--- src/rtl/arb_mux_n_v.sv ---
// arb_mux_n_v: N-channel mux with direct-select or round-robin arbitration
// feeding a single registered output slot with ready/valid handshake.
`default_nettype none

module arb_mux_n_v #(
  parameter int WIDTH = 8,
  parameter int N_CH  = 4,
  parameter int SEL_W = 2
) (
  input  logic                  i_clk,
  input  logic                  i_rst,
  input  logic                  i_en,
  input  logic                  i_mode,
  input  logic [SEL_W-1:0]      i_sel_code,
  input  logic [N_CH-1:0]       i_valid,
  input  logic [N_CH*WIDTH-1:0] i_data,
  output logic [N_CH-1:0]       o_ready,
  output logic                  o_valid,
  output logic [WIDTH-1:0]      o_data,
  output logic [SEL_W-1:0]      o_ch,
  input  logic                  i_ready
);

  logic [SEL_W-1:0] ptr;
  logic [SEL_W-1:0] cand;
  logic             cand_ok;
  logic [SEL_W-1:0] rr_idx;
  logic             load;
  logic             grant;

  // Round-robin search starts just after ptr and visits ptr itself last.
  always_comb begin
    cand    = '0;
    cand_ok = 1'b0;
    rr_idx  = '0;
    if (!i_mode) begin
      cand    = i_sel_code;
      cand_ok = i_valid[i_sel_code];
    end else begin
      for (int i = 1; i <= N_CH; i++) begin
        rr_idx = ptr + SEL_W'(i);
        if (!cand_ok && i_valid[rr_idx]) begin
          cand    = rr_idx;
          cand_ok = 1'b1;
        end
      end
    end
  end

  always_comb begin
    load    = i_en && !i_rst && (!o_valid || i_ready);
    grant   = load && cand_ok;
    o_ready = '0;
    if (grant) begin
      o_ready[cand] = 1'b1;
    end
  end

  always_ff @(posedge i_clk) begin
    if (i_rst) begin
      o_valid <= 1'b0;
      o_data  <= '0;
      o_ch    <= '0;
      ptr     <= SEL_W'(N_CH - 1);
    end else if (grant) begin
      o_valid <= 1'b1;
      o_data  <= i_data[cand*WIDTH +: WIDTH];
      o_ch    <= cand;
      if (i_mode) begin
        ptr <= cand;
      end
    end else if (o_valid && i_ready) begin
      // Empty slot reads as all zeros.
      o_valid <= 1'b0;
      o_data  <= '0;
      o_ch    <= '0;
    end
  end

endmodule

`default_nettype wire

--- config.mk ---
export PLATFORM = sky130hd
export DESIGN_NAME = arb_mux_n_v
export DESIGN_NICKNAME = d
export VERILOG_FILES = /design/src/rtl/arb_mux_n_v.sv
export SDC_FILE = /design/constraint.sdc
export NUM_CORES = 1
export LEC_CHECK = 0
export ABC_AREA = 1
export ABC_CLOCK_PERIOD_IN_PS = 2600
export CORE_MARGIN = 5
export CORE_UTILIZATION = 45
export CTS_BUF_LIST = sky130_fd_sc_hd__clkbuf_16
export DETAILED_ROUTE_END_ITERATION = 16
export PLACE_DENSITY = 0.86
export RECOVER_POWER = 25
export SLEW_MARGIN = 20
export SYNTH_ARGS = -nofsm -noshare
export SYNTH_HDL_FRONTEND = slang
export SYNTH_SLANG_ARGS = --single-unit
--- constraint.sdc ---
create_clock -name i_clk -period 2.6 [get_ports i_clk]
set_input_delay 0.26 -clock i_clk [delete_from_list [all_inputs] [get_ports i_clk]]
set_output_delay 0.26 -clock i_clk [all_outputs]
set_load 0.01 [all_outputs]
==> impl_results.md, run 1 <==
* Post-synth cell types at 25
* Setup ws final at around 0.13 ns
* Post-synth top flop: dfxtp_1
* Period utilisation layout at 0.950
* Layout cells sized above 1 at 0.204
* Count of warnings emitted by yosys at 0
* Die Wd at 63.5 microns
* Largest net degree at the start of global routing at 18
* Initial antenna violation count at 0
* Setup crit start: i_valid[2]
* Area contributors post-synth: nand2_1, dfxtp_1, inv_1, nand3_1, nand2_2
* First-pass GRT wire length at between 6 and 7 mm
* Hold Startpoint: o_data[7]$_SDFFE_PP0P_
* Wirelength per Cell at roughly 12 microns
* Starting Density at 0.467
* Antenna-violating nets left at 0
* Hpwl dp at roughly 3.0 mm
* Layout area overhead at 59.4%
* Pwr dens at ~430 nW/um^2
* Worst setup path endpoint: o_ready[2]
* Static leakage at ~1.1 nW
* Most common cell in the netlist: nand2_1
* Sequential power share at 0.256
* Clk buf depth at 2
* Design area at a little over 2000 sq um
* Mapped Cells at between 200 and 250
* Post-CTS setup buffer count at 0
* Crit-path cells: clkdlybuf4s50_1 > nand2_1 > nand2_1 > nand2_2 > nand2_4 > nor2_4 > nand2_1 > nor2_2 > nor2_4 > nor2_4 > inv_2 > nor2_8 > inv_1 > nor2_1 > dlygate4sd2_1
* Ports at 58
* Crit Path Category: in -> out
* Routability cong. at ~0.84
* Worst EP required at 2.34 ns
* Max-slew headroom at 0.812
* Die height at 63.5 microns
* CP Max Fanout at 3
* Total Wirelength at about 3.9 mm
* DRC viols at 0
* CP Launch Type: input pin
* TritonCTS clock tree: done
* Post-DP Area at 1950 sq um
* Logic pwr share at 0.421
* Synthesized area at 1290 sq um
* Setup-failing EPs final at 0
* Max Cap Viol at 0
* Total clock buffers created by CTS at 3
* Reg2Reg Depth at 16
* Area of the die at approximately 4000 sq um
* Grt ovf at 0
* Initial detailed-routing violation count at roughly 70
* Post-synthesis sequential area ratio at 0.202
* Post-synth ARST share at 0
* Syn_nets at around 260
* Worst hold path type: reg -> reg
* Worst-skew pair later-pin latency at approximately 0.24 ns
* Post-route minimum period at 2.47 ns
* Cell taking the most area after synthesis: nand2_1
* Share of the synthesized area in the top cell type at 0.207
* CTS Hold Buffers Added at 0
* DR pass1 iterations at 4
* Mapped Avg Cell Area at slightly above 6 sq um
* Root buf cell: clkbuf_16
* Port Buf Inserts at 57
* Clock Power Share at 0.324
* H-tree Lvls at 1
* Vias at about 1500
* Post-synth EDFFs at 0
* Fmax at 405 MHz
* # nets final at ~330
* GRT Overall Usage at 0.197
* Placed Cells at 311
* Critical R2R Capture: o_data[7]$_SDFFE_PP0P_
* Crit path capture type: primary output
* Internal power at between 0.5 and 0.6 mW
* Setup Skew at between 0.002 and 0.0025 ns
* Worst r2r src: ptr[0]$_SDFFE_PP1P_
* Clock sinks at 13
* Sw Pwr at approximately 0.28 mW
* Vias in the first global route at roughly 1500
* Slowest CP cell: clkdlybuf4s50_1
* VDD IR max at approximately 0.00052 V
* Row count at 19
* Final hold vios at 0
* Sw Share at 0.323
* Slowest stage delay, CP at between 0.4 and 0.5 ns
* Max-slew violation count at 0
* Status: completed
* Worst R2R Setup Slack at ~0.57 ns
* Pre-CTS setup slack at -0.0786 ns
* Inserted Diodes at 0
* RSZ-0062 raised after global routing: false
* Non-filler instance count after layout at 315
* #FFs+latches synth at 13
* Post-synth top cells: nand2_1, inv_1, nand3_1
* Clk pin slew, worst setup/hold paths at ~0.040 ns
* Routed vias/inst at around 4.9
* Slew at the pin closest to its max-slew limit at about 0.28 ns
* Placeable Area at 2760 sq um
* Worst Path Arrival at approximately 2.2 ns
placed cells by master, fill, tap and decap left out:
master,instances
a21oi_2,1
nand2_2,13
dlymetal6s2s_1,1
inv_2,6
nor2_1,9
inv_4,1
clkbuf_16,3
inv_1,39
o21a_1,1
nand2_1,71
o21bai_1,1
nand2_4,4
nand3b_4,1
dlygate4sd3_1,7
nor2_4,4
clkinv_1,1
nor2_8,1
dlygate4sd2_1,2
o211ai_1,2
dfxtp_2,2
dfxtp_1,11
nand3_1,26
nor2_2,2
o211ai_2,6
clkdlybuf4s50_1,46
a21oi_1,5
o21ai_1,1
buf_4,13
clkdlybuf4s15_1,1
nand2_8,1
nand4_1,2
repair_timing:
item,CTS,global route
pin swaps,0,1
resized for setup,7,5
setup endpoints to repair,4,2
endpoints found under the hold margin,0,0
per-layer routing:
metal  up-vias  routed length, microns  global-route usage
li1        800                       -                   -
met1       687                    1630               0.244
met2        43                    1970               0.327
met3        11                     198              0.0497
met4         0                      86              0.0675
met5         -                       0                   0
cell type report:
class / count / area, sq um
Timing Repair Buffer: 70 / 668
Multi-Input combinational cell: 151 / 831
Clock buffer: 3 / 75.1
Clock inverter: 1 / 3.75
Tap cell: 31 / 38.8
Inverter: 46 / 175
Sequential cell: 13 / 263
Fill cell: 191 / 703
power groups by stage:
| stage | Combinational [mW] | Sequential [mW] | Clock (mW) |
|---|---|---|---|
| floorplan | 0.209 | 0.232 | 0 |
| global placement | 0.359 | 0.227 | 0 |
| detailed placement | 0.363 | 0.227 | 0 |
| CTS | 0.369 | 0.224 | 0.288 |
| global route | 0.408 | 0.226 | 0.296 |
| finish | 0.368 | 0.224 | 0.283 |
sequential cells by signal, indices dropped and copies added, names as in the netlist:
| name | flops |
|---|---|
| o_ch | 2 |
| o_data | 8 |
| o_valid | 1 |
| ptr | 2 |
worst min-delay path by stage:
| stage | depth (start not counted) | to | slack, ns |
|---|---|---|---|
| 6_report | 2 | o_data[7]$_SDFFE_PP0P_ | 0.47 |
| 5_1_grt | 2 | o_data[3]$_SDFFE_PP0P_ | 0.50 |
| 4_1_cts | 2 | o_ch[1]$_SDFFE_PP0P_ | 0.48 |
| 3_5_place_dp | 2 | o_ch[0]$_SDFFE_PP0P_ | 0.46 |
| 3_3_place_gp | 2 | o_ch[0]$_SDFFE_PP0P_ | 0.45 |
| 2_1_floorplan | 1 | o_ch[0]$_SDFFE_PP0P_ | 0.33 |
per-stage QoR:
stage,setup TNS [ns],hold slack [ns],util,power (mW)
floorplan,0,0.329,-,0.441
global placement,0,0.454,0.709,0.586
detailed placement,-0.153,0.459,0.709,0.590
CTS,0,0.485,0.740,0.881
global route,0,0.501,0.745,0.931
finish,0,0.474,0.745,0.876
critical path, delay by kind of cell:
kind	cells	cell delay [ns]
AND/OR/NAND/NOR	11	1.04
buffers and inverters	4	0.91
kinds of logic after synthesis:
logic type / count (synthesis) / share of synthesized area
buf+inv: 49 / 0.168
compound gates: 17 / 0.112
flops: 13 / 0.202
simple gates: 134 / 0.518
(Power assumes the default switching activity.)
==> run 2, diff against run 1 <==
--- a/config.mk
+++ b/config.mk
@@ -11,6 +11,7 @@
 export CORE_UTILIZATION = 45
 export CTS_BUF_LIST = sky130_fd_sc_hd__clkbuf_16
 export DETAILED_ROUTE_END_ITERATION = 16
+export GPL_ROUTABILITY_DRIVEN = 0
 export PLACE_DENSITY = 0.86
 export RECOVER_POWER = 25
 export SLEW_MARGIN = 20
==> run 2 against run 1 <==
Net effect:
- maximum frequency increased by 0.77%
- sequential share of layout area shrank 0.061 points
- combinational power barely moved
- clock power down 2%
- sequential power hardly changed
- die area stayed put
- hold slack lost 0.0094 ns
- total power decreased by 0.44%
- sequential cell count stayed put
- final cell count rose by 0.32%
- clock skew fell by 0.0020 ns
==> impl_results.md, run 2 (same netlist as run 1, synthesis figures left out) <==
* Status: completed
* Most frequent cells in the layout: nand2_1, clkdlybuf4s50_1, inv_1, nand3_1
* H-tree Lvls at 1 (unchanged)
* Pwr dens at 424 nW/um^2 (-0.44%)
* Worst Path Arrival at 2.19 ns (-0.02 ns)
* Final design utilization at 0.745 (unchanged)
* Root buf cell: clkbuf_16
* TritonCTS clock tree: done
* Ports at 58 (unchanged)
* Max FFs per register at 8 (unchanged)
* Slowest stage delay, CP at 0.45 ns (about the same)
* Tot Pwr at 0.872 mW (-0.44%)
* Total clock buffers created by CTS at 3 (unchanged)
* Die Wd at 63.5 microns (unchanged)
* # nets final at 329 (+0.30%)
* Clk buf depth at 2 (unchanged)
* Most common cell after layout, fill and taps aside: nand2_1
* CP dominant cell by count: nand2_1
* Area of the die at 4030 sq um (unchanged)
* Pre-CTS setup slack at -0.104 ns (-0.0251 ns)
* Routed vias/inst at 4.83 (-1.4%)
* Clock sinks at 13 (unchanged)
* Top flop regs: o_data (8), o_ch (2), ptr (2)
* Static leakage at 1.13 nW (+1.6%)
* Port Buf Inserts at 57 (unchanged)
* Filler cell count at 215 (+13%)
* Crit Path Category: in -> out
* Row count at 19 (unchanged)
* Max-slew violation count at 0 (unchanged)
* Fmax at 408 MHz (+0.77%)
* Wirelength per Cell at 12.3 microns (-0.50%)
* Layout area overhead at 59.4% (unchanged)
* RSZ-0062 raised after global routing: false
* Worst-skew pair later-pin latency at 0.24 ns (about the same)
* Vias at 1525 (-1.0%)
* CP Max Fanout at 3 (unchanged)
* Setup ws final at 0.150 ns (+0.0188 ns)
* Die height at 63.5 microns (unchanged)
* Crit path capture type: primary output
* Vias in the first global route at 1461 (-0.48%)
* Grt ovf at 0 (unchanged)
* Layout cells sized above 1 at 0.207 (+0.00279)
* Total Wirelength at 3.88 mm (-0.18%)
* Setup-failing EPs final at 0 (unchanged)
* GRT Overall Usage at 0.197 (+0.000215)
* Hpwl dp at 3.14 mm (+5.0%)
* Reg area at 262 sq um (-0.48%)
* Post-route minimum period at 2.45 ns (-0.0188 ns)
* Placeable Area at 2760 sq um (unchanged)
* Max Cap Viol at 0 (unchanged)
* Final hold vios at 0 (unchanged)
* DRC viols at 0 (unchanged)
* Initial antenna violation count at 0 (unchanged)
* CP Launch Type: input pin
* Slew at the pin closest to its max-slew limit at 0.280 ns (-0.00164 ns)
* Period utilisation layout at 0.942 (-0.00724)
* Worst EP required at 2.34 ns (about the same)
* Initial detailed-routing violation count at 93 (+31%)
* Most flop-heavy register: o_data
* DR pass1 iterations at 4 (unchanged)
* Starting Density at 0.467 (unchanged)
* Setup Skew at 0.000322 ns (-0.00202 ns)
* Antenna-violating nets left at 0 (unchanged)
* Area of the multi-input gates at 826 sq um (-0.60%)
* Slowest CP cell: clkdlybuf4s50_1
* Largest net degree at the start of global routing at 17 (-1)
* First-pass GRT wire length at 6.60 mm (+0.32%)
* VDD IR max at 0.000709 V (+35%)
* Max-slew headroom at 0.813 (+0.00110)
* Worst hold path type: reg -> reg
* Clk pin slew, worst setup/hold paths at 0.04 ns (about the same)
* Inserted Diodes at 0 (unchanged)
* Crit-path cells: clkdlybuf4s50_1 > nand2_1 > nand2_1 > nand2_1 > nand2_1 > nor2_4 > nand2_1 > nor2_1 > nor2_2 > nor2_4 > inv_2 > nor2_8 > inv_1 > nor2_1 > dlygate4sd2_1
run 2: timing repair:
action,4_1_cts,5_1_grt
buffers inserted,1,1
hold buffers,0,0
gates resized for setup,5,6
pin swaps,1,1
endpoints found under the setup margin,4,4
run 2: path summary, 6_finish.rpt:
path	startpoint	end	slack, ns	cells after the start
worst min-delay path	o_data[7]$_SDFFE_PP0P_	o_data[7]$_SDFFE_PP0P_	0.47	2
worst max register to register	ptr[0]$_SDFFE_PP1P_	o_data[7]$_SDFFE_PP0P_	0.55	15
worst max-delay path	i_valid[3]	o_ready[2]	0.15	15
worst min register to register	o_data[7]$_SDFFE_PP0P_	o_data[7]$_SDFFE_PP0P_	0.47	2
run 2: routing by layer:
layer,global-route usage,vias up,share of wire
met4,0.0416,0,0.0088
met1,0.248,678,0.43
met3,0.0391,4,0.050
met5,0,-,0
li1,-,801,-
met2,0.344,42,0.52
run 2: worst max-delay path: cells and delay by family:
kind          cells  cell delay [ns]
buf+inv           4             0.87
simple gates     11             1.06
run 2: through the flow:
step           instances  hold WS (ns)  TNS (ns)  cell area (sq um)
2_1_floorplan        213         0.329         0               1290
4_1_cts              315         0.470         0               2040
6_report             316         0.465         0               2050
5_1_grt              316         0.500         0               2050
3_3_place_gp         310         0.455         0               1950
3_5_place_dp         310         0.458    -0.287               1950
run 2: report_power, final:
part	internal [mW]	switching [mW]
combinational	0.177	0.194
sequential	0.215	0.00889
clock	0.202	0.0754
run 2: area by class of cell:
type,count,area share
multi-input combinational,151,0.402
timing repair buffer,71,0.328
sequential,13,0.127
inverter,46,0.0853
clock buffer,3,0.0365
tap,31,0.0189
clock inverter,1,0.00183
==> run 3, diff against run 2 <==
--- a/config.mk
+++ b/config.mk
@@ -6,7 +6,7 @@
 export NUM_CORES = 1
 export LEC_CHECK = 0
 export ABC_AREA = 1
-export ABC_CLOCK_PERIOD_IN_PS = 2600
+export ABC_CLOCK_PERIOD_IN_PS = 2900
 export CORE_MARGIN = 5
 export CORE_UTILIZATION = 45
 export CTS_BUF_LIST = sky130_fd_sc_hd__clkbuf_16
==> constraint.sdc (replaced) <==
create_clock -name i_clk -period 2.9 [get_ports i_clk]
set_input_delay 0.29 -clock i_clk [delete_from_list [all_inputs] [get_ports i_clk]]
set_output_delay 0.29 -clock i_clk [all_outputs]
set_load 0.01 [all_outputs]
==> run 3 against run 2 <==
Net effect:
- hold slack hardly changed
- cell area is 2.9% lower
- critical path depth stayed put
- total power is 12% lower
- clock skew is 0.0042 ns higher
- sequential power is 9.8% lower
==> impl_results.md, run 3 (same netlist as run 1, synthesis figures left out) <==
* Status: completed
* Root buf cell: clkbuf_16
* Clock sinks at 13 (unchanged)
* Post-route setup TNS at 0 ns (unchanged)
* Design area at 1990 sq um (-2.9%)
* Fmax at 365 MHz
* Worst Path Arrival at 2.45 ns (+0.26 ns)
* Most flop-heavy register: o_data
* Tot Pwr at 0.771 mW (-12%)
* TritonCTS clock tree: done
* DRC viols at 0 (unchanged)
* Max FFs per register at 8 (unchanged)
* Vias at 1498 (-1.8%)
* Setup Skew at 0.00457 ns (+0.00424 ns)
* Sw Pwr at 0.252 mW (-9.4%)
* VDD IR max at 0.000495 V (-30%)
* # nets final at 321 (-2.4%)
* CP dominant cell by count: nand2_1
* Max-slew headroom at 0.811 (-0.00188)
* Inserted Diodes at 0 (unchanged)
* Initial antenna violation count at 0 (unchanged)
* Die height at 63.5 microns (unchanged)
* Slew at the pin closest to its max-slew limit at 0.283 ns (+0.00282 ns)
* Placeable Area at 2760 sq um (unchanged)
* Pwr dens at 386 nW/um^2 (-8.9%)
* Ports at 58 (unchanged)
* Period utilisation layout at 0.944
* Crit path capture type: primary output
* Crit-path cells: clkdlybuf4s50_1 > nand2_1 > nand2_1 > nand2_1 > nand2_2 > inv_2 > nand2_1 > nor2_1 > nor2_2 > nor2_4 > buf_4 > nor2_4 > inv_1 > nor2_1 > clkdlybuf4s50_1
* Max-slew violation count at 0 (unchanged)
* Sequential power share at 0.262 (+0.005)
* Largest net degree at the start of global routing at 15 (-2)
* Initial detailed-routing violation count at 82 (-12%)
* H-tree Lvls at 1 (unchanged)
* First-pass GRT wire length at 6.27 mm (-5.1%)
* Row count at 19 (unchanged)
* Port Buf Inserts at 57 (unchanged)
* CP Launch Type: input pin
* Post-DP Area at 1890 sq um (-3.1%)
* Filler cell count at 228 (+6.0%)
* Worst hold path type: reg -> reg
* DR pass1 iterations at 4 (unchanged)
* Post-route minimum period at ~2.7 ns
* Slowest stage delay, CP at 0.54 ns (+0.09 ns)
* GRT Overall Usage at 0.186 (-0.0111)
* Layout area overhead at 54.8%
* Slowest CP cell: clkdlybuf4s50_1
* Final hold vios at 0 (unchanged)
* RSZ-0062 raised after global routing: false
* Total Wirelength at 3.82 mm (-1.5%)
* Internal power at 0.518 mW (-13%)
* Area of the die at 4030 sq um (unchanged)
* Starting Density at 0.467 (unchanged)
* Crit Path Category: in -> out
* Max Cap Viol at 0 (unchanged)
* Logic pwr share at 0.402 (-0.023)
* Clk pin slew, worst setup/hold paths at 0.05 ns (about the same)
* Sw Share at 0.327 (+0.00789)
* Static leakage at 1.10 nW (-2.7%)
* Routed vias/inst at 4.86 (+0.78%)
* Antenna-violating nets left at 0 (unchanged)
* Clk buf depth at 2 (unchanged)
* Setup ws final at 0.163 ns (+0.0129 ns)
* Largest delay share family, worst path: buffers and inverters
* Crit path buffers/inverters at 5 (+1)
* Pre-CTS setup slack at 0.125 ns (+0.229 ns)
* Die Wd at 63.5 microns (unchanged)
* Clock Power Share at 0.336 (+0.018)
* Worst-skew pair later-pin latency at 0.24 ns (about the same)
* Most common cell after layout, fill and taps aside: nand2_1
* Setup-failing EPs final at 0 (unchanged)
* Layout cells sized above 1 at 0.184 (-0.0229)
* Top flop regs: o_data (8), o_ch (2), ptr (2)
* Worst EP required at 2.61 ns (+0.27 ns)
* Vias in the first global route at 1376 (-5.8%)
* Total clock buffers created by CTS at 3 (unchanged)
* CP Max Fanout at 3 (unchanged)
* Grt ovf at 0 (unchanged)
* Hpwl dp at 2.94 mm (-6.3%)
* Wirelength per Cell at 12.4 microns (+1.1%)
* Most frequent cells in the layout: nand2_1, clkdlybuf4s50_1, inv_1, nand3_1, nand2_2
==> run 3: cell types whose count changed in the layout (fill, tap and decap cells not counted), sizes merged <==
| cell | before | now |
|---|---|---|
| dlymetal6s2s | 2 | 3 |
| clkbuf | 4 | 3 |
| dlygate4sd2 | 1 | 0 |
| inv | 46 | 45 |
| clkinv | 1 | 2 |
| clkdlybuf4s50 | 46 | 47 |
| buf | 14 | 6 |
==> run 3: final timing paths <==
| check | cells past startpoint | start | to | slack, ns |
|---|---|---|---|---|
| setup / recovery | 15 | i_valid[0] | o_ready[1] | 0.16 |
| hold / removal | 2 | o_data[7]$_SDFFE_PP0P_ | o_data[7]$_SDFFE_PP0P_ | 0.46 |
| setup reg to reg | 16 | ptr[0]$_SDFFE_PP1P_ | o_data[3]$_SDFFE_PP0P_ | 0.80 |
| hold reg to reg | 2 | o_data[7]$_SDFFE_PP0P_ | o_data[7]$_SDFFE_PP0P_ | 0.46 |
==> run 3: layout make-up <==
| cell class | count | area (sq um) | area share |
|---|---|---|---|
| multi-input cells | 151 | 815 | 0.408 |
| repair buffers | 63 | 623 | 0.312 |
| flip-flops and latches | 13 | 263 | 0.132 |
| inverters | 46 | 175 | 0.0878 |
| clock buffers | 3 | 75.1 | 0.0376 |
| well taps | 31 | 38.8 | 0.0194 |
| clock inverters | 1 | 5.00 | 0.00251 |
==> run 3: per-stage QoR <==
stage,util,std cells,hold WS [ns]
floorplan,-,213,0.359
global placement,0.684,302,0.456
detailed placement,0.684,302,0.461
CTS,0.713,306,0.473
global route,0.723,308,0.499
finish,0.723,308,0.465
==> run 3: routing by layer <==
metal	part of all wire	wire, microns	vias to the layer above	GRT usage
met1	0.42	1620	661	0.244
met3	0.062	237	9	0.0444
met4	0.020	76	0	0.0623
met5	0	0	-	0
li1	-	-	781	-
met2	0.49	1880	47	0.296
==> run 3: power groups by stage <==
stage | combinational (mW) | sequential, mW | clock, mW
2_1_floorplan | 0.188 | 0.208 | 0
3_3_place_gp | 0.300 | 0.205 | 0
3_5_place_dp | 0.303 | 0.204 | 0
4_1_cts | 0.306 | 0.202 | 0.262
5_1_grt | 0.340 | 0.204 | 0.271
6_report | 0.310 | 0.202 | 0.259
==> run 3: tightest hold or removal path, stage by stage (launching register included) <==
cell and delay [ns]:
dfxtp_1 0.30, nand2_1 0.06, a21oi_1 0.06
==> run 3: what timing repair did <==
action / in CTS / in global routing
endpoints found under the setup margin: 0 / 4
hold buffers: 0 / 0
setup buffers: 0 / 2
resized for setup: 0 / 6
